--- src/rtl/reg_file_rename_if.sv ---
// Bus between the rename register file and its neighbours (ROB commit/tail,
// decoder queries, ROB value lookup). The reg file is the slave side.
interface reg_file_rename_if #(parameter int ROB_WIDTH_BIT = 4);
    logic                     rdy_in;
    logic                     clear_in;
    logic [4:0]               cm_reg_id;
    logic [31:0]              cm_val;
    logic [ROB_WIDTH_BIT-1:0] cm_rob_id;
    logic [4:0]               ren_reg_id;
    logic [ROB_WIDTH_BIT-1:0] ren_rob_id;
    logic [4:0]               q_rs1;
    logic [4:0]               q_rs2;
    logic [ROB_WIDTH_BIT-1:0] rob_rs1_id;
    logic                     rob_rs1_ready;
    logic [31:0]              rob_rs1_val;
    logic [ROB_WIDTH_BIT-1:0] rob_rs2_id;
    logic                     rob_rs2_ready;
    logic [31:0]              rob_rs2_val;
    logic                     rs1_dep;
    logic [ROB_WIDTH_BIT-1:0] rs1_tag;
    logic [31:0]              rs1_val;
    logic                     rs2_dep;
    logic [ROB_WIDTH_BIT-1:0] rs2_tag;
    logic [31:0]              rs2_val;

    // No valid/ready pairs: rdy_in is a global enable, every query is answered
    // combinationally in the same cycle and every update lands on the next edge.
    modport master (
        output rdy_in, clear_in, cm_reg_id, cm_val, cm_rob_id, ren_reg_id, ren_rob_id,
        output q_rs1, q_rs2, rob_rs1_ready, rob_rs1_val, rob_rs2_ready, rob_rs2_val,
        input  rob_rs1_id, rob_rs2_id, rs1_dep, rs1_tag, rs1_val, rs2_dep, rs2_tag, rs2_val
    );

    modport slave (
        input  rdy_in, clear_in, cm_reg_id, cm_val, cm_rob_id, ren_reg_id, ren_rob_id,
        input  q_rs1, q_rs2, rob_rs1_ready, rob_rs1_val, rob_rs2_ready, rob_rs2_val,
        output rob_rs1_id, rob_rs2_id, rs1_dep, rs1_tag, rs1_val, rs2_dep, rs2_tag, rs2_val
    );
endinterface

--- src/rtl/reg_file_rename.sv ---
// Architectural register file with per-register ROB rename tags; answers
// operand queries with commit-bypass and ROB forwarding.
module reg_file_rename #(
    parameter int ROB_WIDTH_BIT = 4
) (
    input  logic                clk_in,
    input  logic                rst_in,
    reg_file_rename_if.slave    bus
);
    logic [31:0]              val_q [32];
    logic [31:0]              val_d [32];
    logic [31:0]              busy_q;
    logic [31:0]              busy_d;
    logic [ROB_WIDTH_BIT-1:0] tag_q [32];
    logic [ROB_WIDTH_BIT-1:0] tag_d [32];

    // Commit first, then rename/clear on top so a same-cycle rename keeps the
    // register busy. x0 is never written because both ids are checked non-zero.
    always_comb begin
        val_d  = val_q;
        busy_d = busy_q;
        tag_d  = tag_q;
        if (bus.cm_reg_id != 5'd0) begin
            val_d[bus.cm_reg_id] = bus.cm_val;
            if (busy_q[bus.cm_reg_id] && tag_q[bus.cm_reg_id] == bus.cm_rob_id)
                busy_d[bus.cm_reg_id] = 1'b0;
        end
        if (bus.clear_in) begin
            busy_d = '0;
        end else if (bus.ren_reg_id != 5'd0) begin
            busy_d[bus.ren_reg_id] = 1'b1;
            tag_d[bus.ren_reg_id]  = bus.ren_rob_id;
        end
    end

    always_ff @(posedge clk_in) begin
        if (rst_in) begin
            busy_q <= '0;
            for (int i = 0; i < 32; i++) begin
                val_q[i] <= '0;
                tag_q[i] <= '0;
            end
        end else if (bus.rdy_in) begin
            busy_q <= busy_d;
            val_q  <= val_d;
            tag_q  <= tag_d;
        end
    end

    // Queries read the registered state only, so a rename in this cycle is invisible.
    always_comb begin
        bus.rob_rs1_id = '0;
        bus.rs1_dep    = 1'b0;
        bus.rs1_tag    = '0;
        bus.rs1_val    = '0;
        if (bus.q_rs1 != 5'd0) begin
            bus.rob_rs1_id = tag_q[bus.q_rs1];
            if (busy_q[bus.q_rs1])
                bus.rs1_tag = tag_q[bus.q_rs1];
            if (!busy_q[bus.q_rs1])
                bus.rs1_val = val_q[bus.q_rs1];
            else if (bus.cm_reg_id == bus.q_rs1 && bus.cm_rob_id == tag_q[bus.q_rs1])
                bus.rs1_val = bus.cm_val;
            else if (bus.rob_rs1_ready)
                bus.rs1_val = bus.rob_rs1_val;
            else
                bus.rs1_dep = 1'b1;
        end
    end

    always_comb begin
        bus.rob_rs2_id = '0;
        bus.rs2_dep    = 1'b0;
        bus.rs2_tag    = '0;
        bus.rs2_val    = '0;
        if (bus.q_rs2 != 5'd0) begin
            bus.rob_rs2_id = tag_q[bus.q_rs2];
            if (busy_q[bus.q_rs2])
                bus.rs2_tag = tag_q[bus.q_rs2];
            if (!busy_q[bus.q_rs2])
                bus.rs2_val = val_q[bus.q_rs2];
            else if (bus.cm_reg_id == bus.q_rs2 && bus.cm_rob_id == tag_q[bus.q_rs2])
                bus.rs2_val = bus.cm_val;
            else if (bus.rob_rs2_ready)
                bus.rs2_val = bus.rob_rs2_val;
            else
                bus.rs2_dep = 1'b1;
        end
    end
endmodule

--- src/flat_wrapper.sv ---
// flat-port wrapper written by rule: the top's interface ports become plain ports
module reg_file_rename_flat 
#(
    parameter int ROB_WIDTH_BIT = 4
)
  (clk_in, rst_in, bus_rdy_in, bus_clear_in, bus_cm_reg_id, bus_cm_val, bus_cm_rob_id, bus_ren_reg_id, bus_ren_rob_id, bus_q_rs1, bus_q_rs2, bus_rob_rs1_ready, bus_rob_rs1_val, bus_rob_rs2_ready, bus_rob_rs2_val, bus_rob_rs1_id, bus_rob_rs2_id, bus_rs1_dep, bus_rs1_tag, bus_rs1_val, bus_rs2_dep, bus_rs2_tag, bus_rs2_val);
  reg_file_rename_if #(.ROB_WIDTH_BIT(ROB_WIDTH_BIT)) bus_i ();
  input  logic clk_in;
  input  logic rst_in;
  input wire logic [$bits(bus_i.rdy_in)-1:0] bus_rdy_in;
  input wire logic [$bits(bus_i.clear_in)-1:0] bus_clear_in;
  input wire logic [$bits(bus_i.cm_reg_id)-1:0] bus_cm_reg_id;
  input wire logic [$bits(bus_i.cm_val)-1:0] bus_cm_val;
  input wire logic [$bits(bus_i.cm_rob_id)-1:0] bus_cm_rob_id;
  input wire logic [$bits(bus_i.ren_reg_id)-1:0] bus_ren_reg_id;
  input wire logic [$bits(bus_i.ren_rob_id)-1:0] bus_ren_rob_id;
  input wire logic [$bits(bus_i.q_rs1)-1:0] bus_q_rs1;
  input wire logic [$bits(bus_i.q_rs2)-1:0] bus_q_rs2;
  input wire logic [$bits(bus_i.rob_rs1_ready)-1:0] bus_rob_rs1_ready;
  input wire logic [$bits(bus_i.rob_rs1_val)-1:0] bus_rob_rs1_val;
  input wire logic [$bits(bus_i.rob_rs2_ready)-1:0] bus_rob_rs2_ready;
  input wire logic [$bits(bus_i.rob_rs2_val)-1:0] bus_rob_rs2_val;
  output wire logic [$bits(bus_i.rob_rs1_id)-1:0] bus_rob_rs1_id;
  output wire logic [$bits(bus_i.rob_rs2_id)-1:0] bus_rob_rs2_id;
  output wire logic [$bits(bus_i.rs1_dep)-1:0] bus_rs1_dep;
  output wire logic [$bits(bus_i.rs1_tag)-1:0] bus_rs1_tag;
  output wire logic [$bits(bus_i.rs1_val)-1:0] bus_rs1_val;
  output wire logic [$bits(bus_i.rs2_dep)-1:0] bus_rs2_dep;
  output wire logic [$bits(bus_i.rs2_tag)-1:0] bus_rs2_tag;
  output wire logic [$bits(bus_i.rs2_val)-1:0] bus_rs2_val;
  assign bus_i.rdy_in = bus_rdy_in;
  assign bus_i.clear_in = bus_clear_in;
  assign bus_i.cm_reg_id = bus_cm_reg_id;
  assign bus_i.cm_val = bus_cm_val;
  assign bus_i.cm_rob_id = bus_cm_rob_id;
  assign bus_i.ren_reg_id = bus_ren_reg_id;
  assign bus_i.ren_rob_id = bus_ren_rob_id;
  assign bus_i.q_rs1 = bus_q_rs1;
  assign bus_i.q_rs2 = bus_q_rs2;
  assign bus_i.rob_rs1_ready = bus_rob_rs1_ready;
  assign bus_i.rob_rs1_val = bus_rob_rs1_val;
  assign bus_i.rob_rs2_ready = bus_rob_rs2_ready;
  assign bus_i.rob_rs2_val = bus_rob_rs2_val;
  assign bus_rob_rs1_id = bus_i.rob_rs1_id;
  assign bus_rob_rs2_id = bus_i.rob_rs2_id;
  assign bus_rs1_dep = bus_i.rs1_dep;
  assign bus_rs1_tag = bus_i.rs1_tag;
  assign bus_rs1_val = bus_i.rs1_val;
  assign bus_rs2_dep = bus_i.rs2_dep;
  assign bus_rs2_tag = bus_i.rs2_tag;
  assign bus_rs2_val = bus_i.rs2_val;
  reg_file_rename #(.ROB_WIDTH_BIT(ROB_WIDTH_BIT)) u_core (.clk_in(clk_in), .rst_in(rst_in), .bus(bus_i));
endmodule
--- config.mk ---
export PLATFORM = sky130hd
export DESIGN_NAME = reg_file_rename_flat
export DESIGN_NICKNAME = d
export VERILOG_FILES = /design/src/rtl/reg_file_rename_if.sv /design/src/rtl/reg_file_rename.sv /design/src/flat_wrapper.sv
export SDC_FILE = /design/constraint.sdc
export NUM_CORES = 2
export LEC_CHECK = 0
export BUFFER_PORTS_ARGS = -buffer_cell sky130_fd_sc_hd__buf_2
export CAP_MARGIN = 25
export CORE_AREA = 2 2 361 363
export DETAILED_ROUTE_END_ITERATION = 10
export DIE_AREA = 0 0 363 365
export PLACE_DENSITY = 0.64
export SETUP_SLACK_MARGIN = 0.1
export SLEW_MARGIN = 0
export SYNTH_ARGS = -nofsm -noshare
export SYNTH_HDL_FRONTEND = slang
export SYNTH_SLANG_ARGS = --single-unit
--- constraint.sdc ---
create_clock -name clk_in -period 5.1 [get_ports clk_in]
set_input_delay 0 -clock clk_in [delete_from_list [all_inputs] [get_ports clk_in]]
set_output_delay 0 -clock clk_in [all_outputs]
set_load 0.005 [all_outputs]
==> out/metrics.cfg <==
[run_status]
status=finished clean

[timing]
setup_violations=0
tightest_slew_ns=1.20
timing.fmax_mhz=216
finClkSkew_ns=0.0451
setup_tns_ns=0
maxSlewViolCount=0
layout_min_cycle_time_ns=4.64
post-route-period-util_pct=90.9
relSlewSlack_pct=19.7
rsz0062_at_grt=no
hold_viol=0

[placement]
place_inst=8081
dpl_cell_area_um2=65300
io_buffers=211
gp_congestion=0.917
hpwl_um=144000

[cells_and_area]
fillers=11200
synthToLayoutAreaGrowth_pct=9.99
fin_area_um2=70100
fin_nets=6715
regArea_um2=23700
final_layout_size_suffix_gt1_share_pct=21.8
multiInputGateArea_um2=37100
final-instance-count-excl-fill=8369

[clock_network]
root_buffer=clkbuf_16
path_clk_slew_ns=0.06
cts.sinks=1184
cts_setup_buffers=0
ctsResizeCount=0
htree_levels=3
cts_tree=built
cts_buffers=121
cts_hold_buf=52
clk_path_buf_depth=3
clk_latency_ns=0.77

[floorplanning]
dieArea_um2=132000
die_x_um=363
chipHeight_um=365
initial_utilization_pct=49.6
std_cell_rows=132
core_area_um2=129000
ioPinCount=212

[yosys]
synthFlopType=dfxtp_1
synth-seq-cells=1184
avgSynthCellArea_um2=9.37
synth_area_um2=63800
yosysUniqueCellTypes=67
synth_edf_count=0
syn-num-nets=6934
ys_seq_area_share_pct=37.2
netlist_instances=6804
async_flop_share_pct=0
yosys_warnings=0

[route]
drt_first_pass_iters=7
routedWlPerCell_um=30.1
ant_nets=0
wl_um=252000
vias_per_cell=6.82
via_count=57000
drtIter0Drc=8678
drc_errors=0

[global_routing]
grt_pass1_wl_um=363000
antenna_found_initial=12
grt-ovfl-total=0
grt_pass1_vias=53900
track_usage_pct=37.2
grt_max_degree=234

[worst_setup_path]
critPathMaxFanout=33
path_class=reg2out
r2r_start=u_core.tag_q[46]
cp-end-kind=primary output
critPathRequiredTime_ns=5.10
r2r_end=u_core.busy_q[27]
cp.arrival_ns=4.64
reg2reg_slack_ns=1.94
startpoint_type=register
r2r_cells=9

[power_and_ir_drop]
p_per_area_nw_per_um2=296
irDropWorstVdd_uv=337
leakage_nw=22.4

[flow_run]
maxCapViolCount=0

[worst_hold_path]
hold_end=u_core.busy_q[15]
hp-start=bus_cm_rob_id[2]
hold_path_depth=5
hold_path_class=in2reg

[state kept, by name, summed over array words and instances, names as in the netlist]
signal         count
u_core.tag_q     128
u_core.busy_q     32
u_core.val_q    1024
[cell usage after synthesis (all sizes together), types with 32 or more instances]
library cell	instances	share of area [%]
nand4	68	0.67
clkbuf	556	3.3
nor2	151	0.89
mux2i	70	1.1
a21oi	1070	8.4
dfxtp	1184	37
nor4	32	0.35
nor2b	50	0.49
a22oi	33	0.39
nand3	71	0.56
buf	198	2.0
a31oi	64	0.63
nand2	2128	13
o21ai	74	0.58
mux2	72	1.3
o311ai	75	1.0
mux4	756	27
[worst max-delay path, stage by stage (launching register included)]
cell and delay [ns]:
dfxtp_1 0.34, mux4_2 0.48, nor2_1 0.24, nor4_1 0.11
nor4_2 0.82, mux2_2 1.11, nand4_1 0.19, a31oi_1 0.36
buf_2 0.19
[power breakdown]
group / switching [mW] / leakage [nW] / internal (mW)
Clock: 4.02 / 2.09 / 5.58
Sequential: 0.0476 / 9.54 / 9.31
Combinational: 1.26 / 10.8 / 0.552
[cells in the final DEF, fill, tap and decap left out, drive strengths merged, types with 6 or more instances in the layout]
master / instances
o22ai: 26
nor2: 151
nor2b: 50
nor3b: 14
dlygate4sd3: 52
a211oi: 12
nand4: 68
clkinv: 25
a21oi: 1070
dfxtp: 1184
a22oi: 33
nand3b: 8
buf: 361
a31oi: 64
and3b: 7
nor4: 32
nor3: 13
o21ai: 74
nand2b: 9
mux4: 756
mux2: 72
xnor2: 14
bufinv: 14
nand2: 2128
diode: 6
nand3: 71
o311ai: 75
mux2i: 70
xor2: 6
clkbuf: 181
[cell type report]
class	count	area share [%]
diodes	6	0.0214
well taps	1675	2.99
flip-flops and latches	1184	33.8
multi-input cells	4864	52.9
clock inverters	45	0.904
repair buffers	413	4.29
clock buffers	181	5.14
inverters	1	0.00535
[logic make-up (layout without fill, tap and decap cells)]
group                     Yosys count  after routing  synth area share [%]
AOI/OAI and AO/OA                1373           1373                  11.7
buffers and inverters             756            640                  5.36
other                               0              6                     0
muxes                             898            898                  29.2
and+or+nand+nor                  2573           2573                  16.3
DFF                              1184           1184                  37.2
xor gates and xnor gates           20             20                 0.286
[metal layers]
layer | GRT usage [%] | vias to the layer above | routed length [um]
met2 | 55.1 | 4249 | 110000
met3 | 10.9 | 936 | 35100
li1 | - | 23900 | -
met4 | 22.2 | 6 | 16200
met1 | 48.4 | 27900 | 90800
met5 | 0 | - | 37
[how the worst max path moves through the flow]
stage / endpoint / from / slack (ns) / cells after the start
after floorplan: bus_rs2_val[22] / u_core.tag_q[49] / 2.78 / 8
after global placement: bus_rs2_val[5] / bus_q_rs2[1] / 1.19 / 10
after detailed placement: bus_rs2_val[31] / bus_q_rs2[1] / 1.16 / 9
after CTS: bus_rs2_val[23] / u_core.tag_q[49] / 0.65 / 8
after global routing: bus_rs2_val[0] / u_core.tag_q[12] / 0.52 / 9
final: bus_rs2_val[24] / u_core.tag_q[49] / 0.46 / 8
[stage by stage]
| step | util, % | worst slack (ns) | power (mW) | hold slack, ns |
|---|---|---|---|---|
| after CTS | 54.4 | 0.655 | 20.7 | 0.0156 |
| final | 54.5 | 0.464 | 20.8 | 0.0223 |
| after detailed placement | 50.7 | 1.16 | 11.3 | 0.366 |
| after global routing | 54.5 | 0.517 | 21.2 | 0.0263 |
| after floorplan | - | 2.78 | 10.7 | 0.139 |
| after global placement | 50.7 | 1.19 | 11.3 | 0.369 |
Power figures use the tool's default switching activity.
